--- config.mk ---
export PLATFORM = sky130hd
export DESIGN_NAME = mux8_rr_arbiter
export DESIGN_NICKNAME = d
export VERILOG_FILES = /design/src/rtl/mux_arb_pkg.sv /design/src/rtl/rr_pick8.sv /design/src/rtl/mux8_rr_arbiter.sv
export SDC_FILE = /design/constraint.sdc
export NUM_CORES = 1
export LEC_CHECK = 0
export CAP_MARGIN = 20
export CORE_UTILIZATION = 55
export DETAILED_ROUTE_END_ITERATION = 10
export PLACE_DENSITY_LB_ADDON = 0.1
export SYNTH_ARGS = -nofsm -noshare
export SYNTH_HDL_FRONTEND = slang
export SYNTH_HIERARCHICAL = 1
export SYNTH_SLANG_ARGS = --single-unit
--- constraint.sdc ---
create_clock -name clk -period 9.2 [get_ports clk]
set_input_delay 1.38 -clock clk [delete_from_list [all_inputs] [get_ports clk]]
set_output_delay 1.38 -clock clk [all_outputs]
set_load 0.02 [all_outputs]
--- src/rtl/mux_arb_pkg.sv ---
// mux_arb_pkg: shared state enum and sizing constants for the 8-way round-robin mux arbiter
package mux_arb_pkg;
  typedef enum logic {IDLE, OWN} arb_state_e;
  localparam int N_AGENTS = 8;
  localparam int SEL_W = 3;
  localparam logic [SEL_W-1:0] RST_LAST = 3'd7;
endpackage

--- src/rtl/rr_pick8.sv ---
// rr_pick8: combinational round-robin picker, first set req bit scanning last+1 .. last+8 mod 8
module rr_pick8
  import mux_arb_pkg::*;
(
  input  logic [N_AGENTS-1:0] req,
  input  logic [SEL_W-1:0]    last,
  output logic                any,
  output logic [SEL_W-1:0]    idx
);
  assign any = |req;
  always_comb begin
    idx = '0;
    for (int k = N_AGENTS; k >= 1; k--)
      idx = req[last + SEL_W'(k)] ? last + SEL_W'(k) : idx;
  end
endmodule

--- src/rtl/mux8_rr_arbiter.sv ---
// mux8_rr_arbiter: round-robin owner of an 8:1 bit mux; MUX_ARB_TIMEOUT_EN enables forced release after MAX_HOLD cycles
module mux8_rr_arbiter
  import mux_arb_pkg::*;
#(
  parameter int MAX_HOLD = 16
) (
  input  logic                clk,
  input  logic                rst,
  input  logic [N_AGENTS-1:0] req,
  input  logic [N_AGENTS-1:0] D,
  output logic [N_AGENTS-1:0] gnt,
  output logic [SEL_W-1:0]    S,
  output logic                out,
  output logic                out_valid,
  output logic                timeout
);
  if (MAX_HOLD < 1) begin : g_bad_hold
    $error("MAX_HOLD must be >= 1");
  end
  arb_state_e       r_state, w_next;
  logic [SEL_W-1:0] r_sel, r_last, w_idx;
  logic             r_out, r_valid, r_to, w_any, w_drop, w_to;
  rr_pick8 u_pick (.req(req), .last(r_last), .any(w_any), .idx(w_idx));
  assign w_drop = (r_state == OWN) && !req[r_sel];
`ifdef MUX_ARB_TIMEOUT_EN
  localparam int CW = $clog2(MAX_HOLD + 1);
  logic [CW-1:0] r_hold;
  always_ff @(posedge clk)
    r_hold <= (rst || r_state == IDLE) ? '0 : r_hold + CW'(1);
  // voluntary drop wins over expiry on the same edge, so timeout needs req[S] still high
  assign w_to = (r_state == OWN) && req[r_sel] && (r_hold == CW'(MAX_HOLD - 1));
`else
  assign w_to = 1'b0;
`endif
  always_comb begin
    w_next = r_state;
    w_next = (r_state == IDLE) ? (w_any ? OWN : IDLE) : ((w_drop || w_to) ? IDLE : OWN);
  end
  always_ff @(posedge clk) begin
    if (rst) begin
      r_state <= IDLE;
      r_sel   <= '0;
      r_last  <= RST_LAST;
      r_out   <= 1'b0;
      r_valid <= 1'b0;
      r_to    <= 1'b0;
    end else begin
      r_state <= w_next;
      r_to    <= w_to;
      r_valid <= (r_state == OWN) && (w_next == OWN);
      if (r_state == OWN) r_out <= D[r_sel];
      if (r_state == IDLE && w_any) r_sel <= w_idx;
      if (r_state == OWN && w_next == IDLE) r_last <= r_sel;
    end
  end
  assign gnt       = (r_state == OWN) ? {{(N_AGENTS-1){1'b0}}, 1'b1} << r_sel : '0;
  assign S         = r_sel;
  assign out       = r_out;
  assign out_valid = r_valid;
  assign timeout   = r_to;
endmodule

* After elaboration in Yosys (flattened, before gate mapping) *
Cells that the tools add are included.

operators by class
  add/subtract/negate cells = 7
  $lt $le $gt $ge = 9
  shift-type cells = 1
  muxes and demuxes = 32
  bitwise gates (word level) = 2
  reductions and logical operators = 6

operators with widths
  kind                 count
  $lt 3x4->1 const B   9
  $bmux 1 s3           10
  $mux 3               8
  $mux 1               13
  $add 3x3->3 const B  4
  $mux 8               1
  $reduce_or 8->1      1
  $shl 1x3->8 const A  1
  $add 3x2->3 const B  2
  $logic_and 1x1->1    4
  $add 3x1->3 const B  1
  $not 1->1            2
  $logic_not 1->1      1

storage, ports and cells
  flip-flop bits (word level) = 9
  logic and storage cells = 62

* Logic depth before layout (Yosys ltp) *
Gate-level depths: netlist of run 1.

  depth after elaboration = 10
  gate-level depth with buffers = 13

* Hierarchy *
The synthesis of run 1 kept the hierarchy.

by module, submodules not included
  module           instances  cells each  area each (um^2)  seq. area each (um^2)
  rr_pick8         1          99          820.8             0.0
  mux8_rr_arbiter  1          66          573.0             180.2

* Least setup slack after synthesis of run 1 *
OpenSTA, ideal clock, no wires.

  path type = input-to-reg
  start point = input req[1]
  end point = register r_sel[1], in the netlist S[1]
  library setup time = 0.129 ns
  arrival time = 2.859 ns
  path slack = 6.213 ns
  stages on the path = 7
  path buffers = 0
  path through = mux4_1 > mux2_4 > a221o_1 > nor2_1 > a21oi_1 > mux2i_1 > nor2_1

on the way
  word-level cells in the longest chain between the ends = 10
  elaborated cells between the ends (all ways) = 26
  classes of those cells = 24 x mux; 2 x reduce/logical

RTL lines
  what                          RTL line               source
  start, declared               mux8_rr_arbiter.sv:9   input logic [N_AGENTS-1:0] req,
  $bmux 1 s3                    rr_pick8.sv:14         idx = req[last + SEL_W'(k)] ? last + SEL_W'(k) : idx;
  $mux 1 (not written as such)  rr_pick8.sv:14
  $mux 3 (7 in a row)           rr_pick8.sv:14
  $mux 3 *                      rr_pick8.sv:14
  named net w_idx[1]            mux8_rr_arbiter.sv:21  logic [SEL_W-1:0] r_sel, r_last, w_idx;
  end signal, assigned          mux8_rr_arbiter.sv:52  if (r_state == IDLE && w_any) r_sel <= w_idx;
  end, declared                 mux8_rr_arbiter.sv:21

The timed path passes the listed nets; every way through them passes the cells marked *. The select of a mux whose other input is x is not followed.
A chain may end at the register's enable or synchronous reset.

* Worst setup path after layout of run 1 *
  start point = register r_last[0]
  end point = register r_sel[1], in the netlist S[1]

on the way
  word-level cells in the longest chain between the ends = 10
  elaborated cells between the ends (all ways) = 31
  classes of those cells = 7 x add/sub; 24 x mux

RTL lines
  what                                                           RTL line               source
  start, declared                                                mux8_rr_arbiter.sv:21
  start signal, assigned                                         mux8_rr_arbiter.sv:53  if (r_state == OWN && w_next == IDLE) r_last <= r_sel;
  $add 3x3->3 / $bmux 1 s3 (equally long branches)               rr_pick8.sv:14
  $bmux 1 s3 / $mux 1 (equally long branches)                    rr_pick8.sv:14
  $mux 1 (not written as such) / $mux 3 (equally long branches)  rr_pick8.sv:14
  $mux 3 (6 in a row)                                            rr_pick8.sv:14
  $mux 3 *                                                       rr_pick8.sv:14
  named net w_idx[1]                                             mux8_rr_arbiter.sv:21

Marks and branches as above.

==> results of run 1 <==
## critical path, delay by kind of cell, from the launching register on
family	cells	cell delay, ns
flops	1	0.83
fa+ha+maj	1	0.67
buf+inv	1	0.23
simple gates	3	0.35
mux	3	1.06
compound gates	2	0.37
## power groups by stage
stage          logic (uW)  registers, uW  clock network [uW]
2_1_floorplan         312           74.7                   0
3_3_place_gp          356            102                   0
3_5_place_dp          361            103                   0
4_1_cts               362            102                31.2
5_1_grt               400            108                33.4
6_report              367            102                31.1
## synthesized netlist by cell type, types with 2 or more instances
master	instances
xor2_1	2
nand3_1	2
o21ai_0	3
nor2b_1	4
nand2_1	10
clkbuf_1	5
a221o_1	4
o31ai_1	2
nor2_1	27
nor4_1	2
a31oi_1	2
nand2b_1	6
a221oi_1	6
o22ai_1	2
mux4_2	6
buf_6	2
a211oi_1	3
o21ai_1	2
a22oi_1	2
inv_1	6
dfxtp_1	9
mux2_4	2
mux4_1	4
nor3_1	4
a21oi_1	5
ha_1	2
buf_2	5
mux2i_1	16
mux2_2	6
## sequential cells by signal, summed over array words and instances, names as in the netlist
| signal | count |
|---|---|
| out | 1 |
| r_last | 3 |
| S | 3 |
| r_state | 1 |
| out_valid | 1 |
## cells by family (layout without fill, tap and decap cells)
group / Yosys count / after routing / synth area share [%]
buffers and inverters: 19 / 40 / 6.91
multiplexers: 34 / 34 / 35.7
AO/OA/AOI/OAI: 39 / 39 / 21.5
XOR/XNOR: 3 / 3 / 1.89
flip-flops: 9 / 9 / 12.9
adder cells (fa/ha/maj): 2 / 2 / 1.80
other: 1 / 1 / 0.269
AND/OR/NAND/NOR: 58 / 58 / 18.9
## through the flow
| stage | area [um^2] | utilization (%) | power [uW] | hold WS, ns | setup WS (ns) |
|---|---|---|---|---|---|
| final | 1680 | 73.2 | 501 | 0.538 | 5.61 |
| after global routing | 1680 | 73.2 | 542 | 0.567 | 5.30 |
| after CTS | 1680 | 73.2 | 496 | 0.544 | 5.63 |
| after detailed placement | 1660 | 72.1 | 463 | 0.526 | 5.45 |
| after global placement | 1660 | 72.1 | 457 | 0.517 | 5.48 |
| after floorplan | 1390 | - | 387 | 0.500 | 6.21 |
## placed cells by master (no fill, tap or decap), types with 5 or more instances in the layout
master           netlist  final
a21oi_1                5      5
a221oi_1               6      6
clkdlybuf4s50_1        0     30
dfxtp_1                9      9
inv_1                  6      6
mux2_2                 6      6
mux2i_1               16     16
mux4_2                 6      6
nand2_1               10     10
nand2b_1               6      6
nor2_1                27     27
## worst paths after layout
| kind | slack, ns | cells past startpoint | to | startpoint |
|---|---|---|---|---|
| max | 5.61 | 10 | S[1]$_SDFFE_PP0P_ | r_last[0]$_SDFFE_PP1P_ |
| min | 0.54 | 2 | out$_SDFFE_PP0P_ | out$_SDFFE_PP0P_ |
| max reg2reg | 5.61 | 10 | S[1]$_SDFFE_PP0P_ | r_last[0]$_SDFFE_PP1P_ |
| min reg2reg | 0.54 | 2 | out$_SDFFE_PP0P_ | out$_SDFFE_PP0P_ |
## layer usage
layer | vias up | track usage, %
li1 | 673 | -
met1 | 650 | 40.3
met2 | 74 | 44.9
met3 | 2 | 3.19
met4 | 0 | 7.46
met5 | - | 0
## layout make-up
cell class                      count  area share [%]
Tap cell                           28            2.08
Multi-Input combinational cell    137            66.4
Sequential cell                     9            10.7
Inverter                            6            1.34
Clock buffer                        4            1.56
Timing Repair Buffer               30            17.9
==> run metrics, run 1 <==
Pwr Density 298 mW/mm^2; Syn Area/Cell 8.45 um^2; DRT iter0 DRCs 58; GRT overflow 0; dpl hpwl 2610 um; Vias/cell 6.54; Clock Power Share 6.2%; Crit-path slowest cell dfxtp_1; WL met1 1580 um; Cells after DPL 210; CORE AREA around 0.0023 mm^2; Slew Viols, Final 0; total die area around 0.0027 mm^2; most used cell, CP nor2_1; drt first pass iters 4; highest routed layer met4; H-tree depth 1; Non-Filler Instances 214; Final setup viols 0; Sw Pwr between 200 and 250 uW; DR WL/cell 16.2 um; status finished clean; sequential share of power slightly above 20%; number of fill cells in the layout 188; clk slew on worst S/H paths roughly 0.060 ns; DRC violations left 0; Synth Register Bits 9; CTS Buffer Depth 2; Clock Skew 0.00788 ns; initial antenna violation count 0; leak pwr 0.000660 uW; Register Area ~180 um^2; Multi-input gate area 0.00112 mm^2; metal3 WL roughly 230 um; CTS tree built; Post CTS Setup Buffer Count 0; number of synthesis warnings 6; IO Port Bufs 30; Post-synth EDFFs 0; worst-skew pair later-pin latency roughly 0.26 ns; Post-CTS Resized 0; number of diodes 0; number of max-cap violations 0; Worst setup EP type flop; Area Overhead vs Synth 20.6%; worst setup path class reg -> reg; via count 1399; Synth Flop Type dfxtp_1; Syn Inst Count between 150 and 200; CP max stage delay 0.83 ns; WP data required 9.39 ns; Worst Tran Pin Value 0.786 ns; HP Class reg -> reg; Synth area leader dfxtp_1; Die X 52.3 um; Yosys cell types 43; post-detailed-route count of antenna-violating nets 0; Nets 207; Final Hold Fails 0; GPL Wtd Cong 0.917; layout cells sized above 1 11.3%; IR drop worst, VDD 0.226 mV; Rows 17; Synth area leaders dfxtp_1 13%, mux2i_1 11%, mux4_2 9.7%; Initial Util 60.7%; Logic pwr share 73.3%; global-route usage over all layers 28.3%; syn nets 185; register area share after synthesis 12.9%; Fin Setup TNS 0 ns; sw frac between 40% and 50%; minimum clock period 3.59 ns; first-pass GRT wire length 5840 um; worst path arrival time 3.78 ns; CP max FO 19; Max Clk Rate 279 MHz; chip height 52.3 um; CTS Buf Count 3; largest net degree at the start of global routing 20; I/O Pins 32; CTS Sinks 9; clock root buffer clkbuf_4; relative slew slack 47.5%; hold-fix buffers at CTS 0; WL met2 1640 um; Async S/R FF share, synth 0%; vias in the first global route 1271; Synth top area share 12.9%; Internal approximately 250 uW; Routed WL about 3500 um; worst path cell trace inv_1 > ha_1 > mux4_2 > mux2_2 > nand2b_1 > o21ai_0 > nor2_1 > a21oi_1 > mux2i_1 > nor2_1; RSZ-0062 raised after global routing false; CP Launch Type flop; fin crit share approximately two fifths; Post-Synthesis Cell Area roughly 0.0014 mm^2
(Power assumes the default switching activity.)
==> inputs of run 2 (changes only) <==
Settings changed: CORE_UTILIZATION 55 to 51.
Clock period 9.2 ns to 3.6 ns, I/O delays scaled along.
==> run metrics, run 2 (same netlist as run 1, synthesis figures left out) <==
status finished clean; leak pwr 0.000669 uW (+1.3%); Area Overhead vs Synth 21.9%; GRT overflow 0 (unchanged); DRC violations left 0 (unchanged); Worst Tran Pin Value 0.630 ns (-0.157 ns); CTS Sinks 9 (unchanged); Vias/cell 6.55 (+0.13%); RSZ-0062 raised after global routing false; Fin Setup TNS 0 ns (unchanged); Initial Util 55.3% (-5.4 points); initial antenna violation count 0 (unchanged); CP max stage delay 0.63 ns (-0.20 ns); CORE AREA 0.00252 mm^2 (+9.8%); pre-CTS worst setup slack 0.611 ns (-4.84 ns); chip height 54.3 um (+3.7%); Register Area 180 um^2 (unchanged); Final setup viols 0 (unchanged); drt first pass iters 4 (unchanged); total die area 0.00295 mm^2 (+7.6%); Multi-input gate area 0.00112 mm^2 (unchanged); most common cell after layout, fill and taps aside clkdlybuf4s50_1; Final Cell Area 0.00170 mm^2 (+1.0%); relative slew slack 57.9% (+10 points); minimum clock period 2.93 ns (-0.661 ns); CTS Buffer Depth 2 (unchanged); Routed WL 3600 um (+3.6%); worst path arrival time 3.13 ns (-0.65 ns); CP max FO 14 (-5); fin crit share 81.3% (+42 points); IR drop worst, VDD 0.475 mV (+110%); global-route usage over all layers 27.9% (-0.35 points); area post-placement 0.00167 mm^2 (+1.1%); dpl hpwl 2730 um (+4.6%); largest net degree at the start of global routing 19 (-5.0%); number of diodes 0 (unchanged); worst-skew pair later-pin latency 0.27 ns (about the same); Post-CTS Resized 0 (unchanged); Pwr Density 767 mW/mm^2 (+160%); layout cells sized above 1 12.2% (+0.94 points); Post CTS Setup Buffer Count 0 (unchanged); CTS Buf Count 3 (unchanged); worst setup margin 0.674 ns (-4.94 ns); I/O Pins 32 (unchanged); Max Clk Rate 342 MHz (+23%); H-tree depth 1 (unchanged); Cells after DPL 214 (+1.9%); Final Hold Fails 0 (unchanged); number of fill cells in the layout 203 (+8.0%); CTS tree built; Nets 209 (+0.97%); IO Port Bufs 30 (unchanged); WP data required 3.80 ns (-5.59 ns); Worst setup EP type flop; Crit-path slowest cell mux4_2; clock root buffer clkbuf_4; worst setup path class reg -> reg; Rows 18 (+1); commonest non-fill, non-tap cells in the layout 30 x clkdlybuf4s50_1, 27 x nor2_1, 16 x mux2i_1; HP Class reg -> reg; worst path cell trace inv_1 > ha_1 > mux4_2 > a221oi_1 > a21oi_1 > o221ai_1 > o21ai_1 > a22oi_1 > mux2i_1 > nor2_1; DR WL/cell 16.5 um (+1.7%); hold-fix buffers at CTS 0 (unchanged); number of max-cap violations 0 (unchanged); Slew Viols, Final 0 (unchanged); Non-Filler Instances 218 (+1.9%); Final Total Pwr 1300 uW (+160%); DRT iter0 DRCs 50 (-14%); post-detailed-route count of antenna-violating nets 0 (unchanged); via count 1427 (+2.0%); CP Launch Type flop; Die X 54.3 um (+3.7%); first-pass GRT wire length 5820 um (-0.48%); GPL Wtd Cong 0.878 (-4.2%); Clock Skew 0.00400 ns (-0.00388 ns); clk slew on worst S/H paths 0.06 ns (about the same); vias in the first global route 1312 (+3.2%)
-- run 2: cell types whose count changed in the layout (fill, tap and decap cells not counted), sizes merged --
cell  previous run  this run
buf              0         2
-- run 2: per-stage QoR --
stage                     utilization [%]  hold WS [ns]
after floorplan                         -         0.500
after global placement               66.3         0.515
after detailed placement             66.3         0.551
after CTS                            67.4         0.559
after global routing                 67.4         0.597
final                                67.4         0.553
-- run 2: final timing paths --
check | startpoint | end | slack (ns) | cells after the start
worst min register to register | out$_SDFFE_PP0P_ | out$_SDFFE_PP0P_ | 0.55 | 2
worst min-delay path | out$_SDFFE_PP0P_ | out$_SDFFE_PP0P_ | 0.55 | 2
worst max register to register | r_last[1]$_SDFFE_PP1P_ | S[2]$_SDFFE_PP0P_ | 0.67 | 10
worst max-delay path | r_last[1]$_SDFFE_PP1P_ | S[2]$_SDFFE_PP0P_ | 0.67 | 10
-- run 2: final cells by class --
class	instances	area share, %
Clock buffer	4	1.55
Inverter	6	1.33
Multi-Input combinational cell	137	65.8
Sequential cell	9	10.6
Tap cell	30	2.21
Timing Repair Buffer	32	18.6
-- run 2: routing by layer --
metal	global-route usage (%)	share of wire, %	up-vias
li1	-	-	674
met3	6.67	7.3	16
met1	33.9	40	658
met4	12.4	3.6	0
met2	46.5	49	79
met5	0	0	-
-- run 2: critical path: cells and delay by family, from the launching register on --
| kind | cells | cell delay [ns] |
|---|---|---|
| adders and majority gates | 1 | 0.61 |
| buffers and inverters | 1 | 0.11 |
| muxes | 2 | 0.75 |
| DFF | 1 | 0.33 |
| and+or+nand+nor | 1 | 0.09 |
| AOI/OAI and AO/OA | 5 | 0.97 |
-- run 2: report_power, final --
group	leakage, uW	switching (uW)	internal, uW
logic	0.000580	528	476
registers	0.0000742	87.9	134
clock network	0.0000150	36.3	42.8
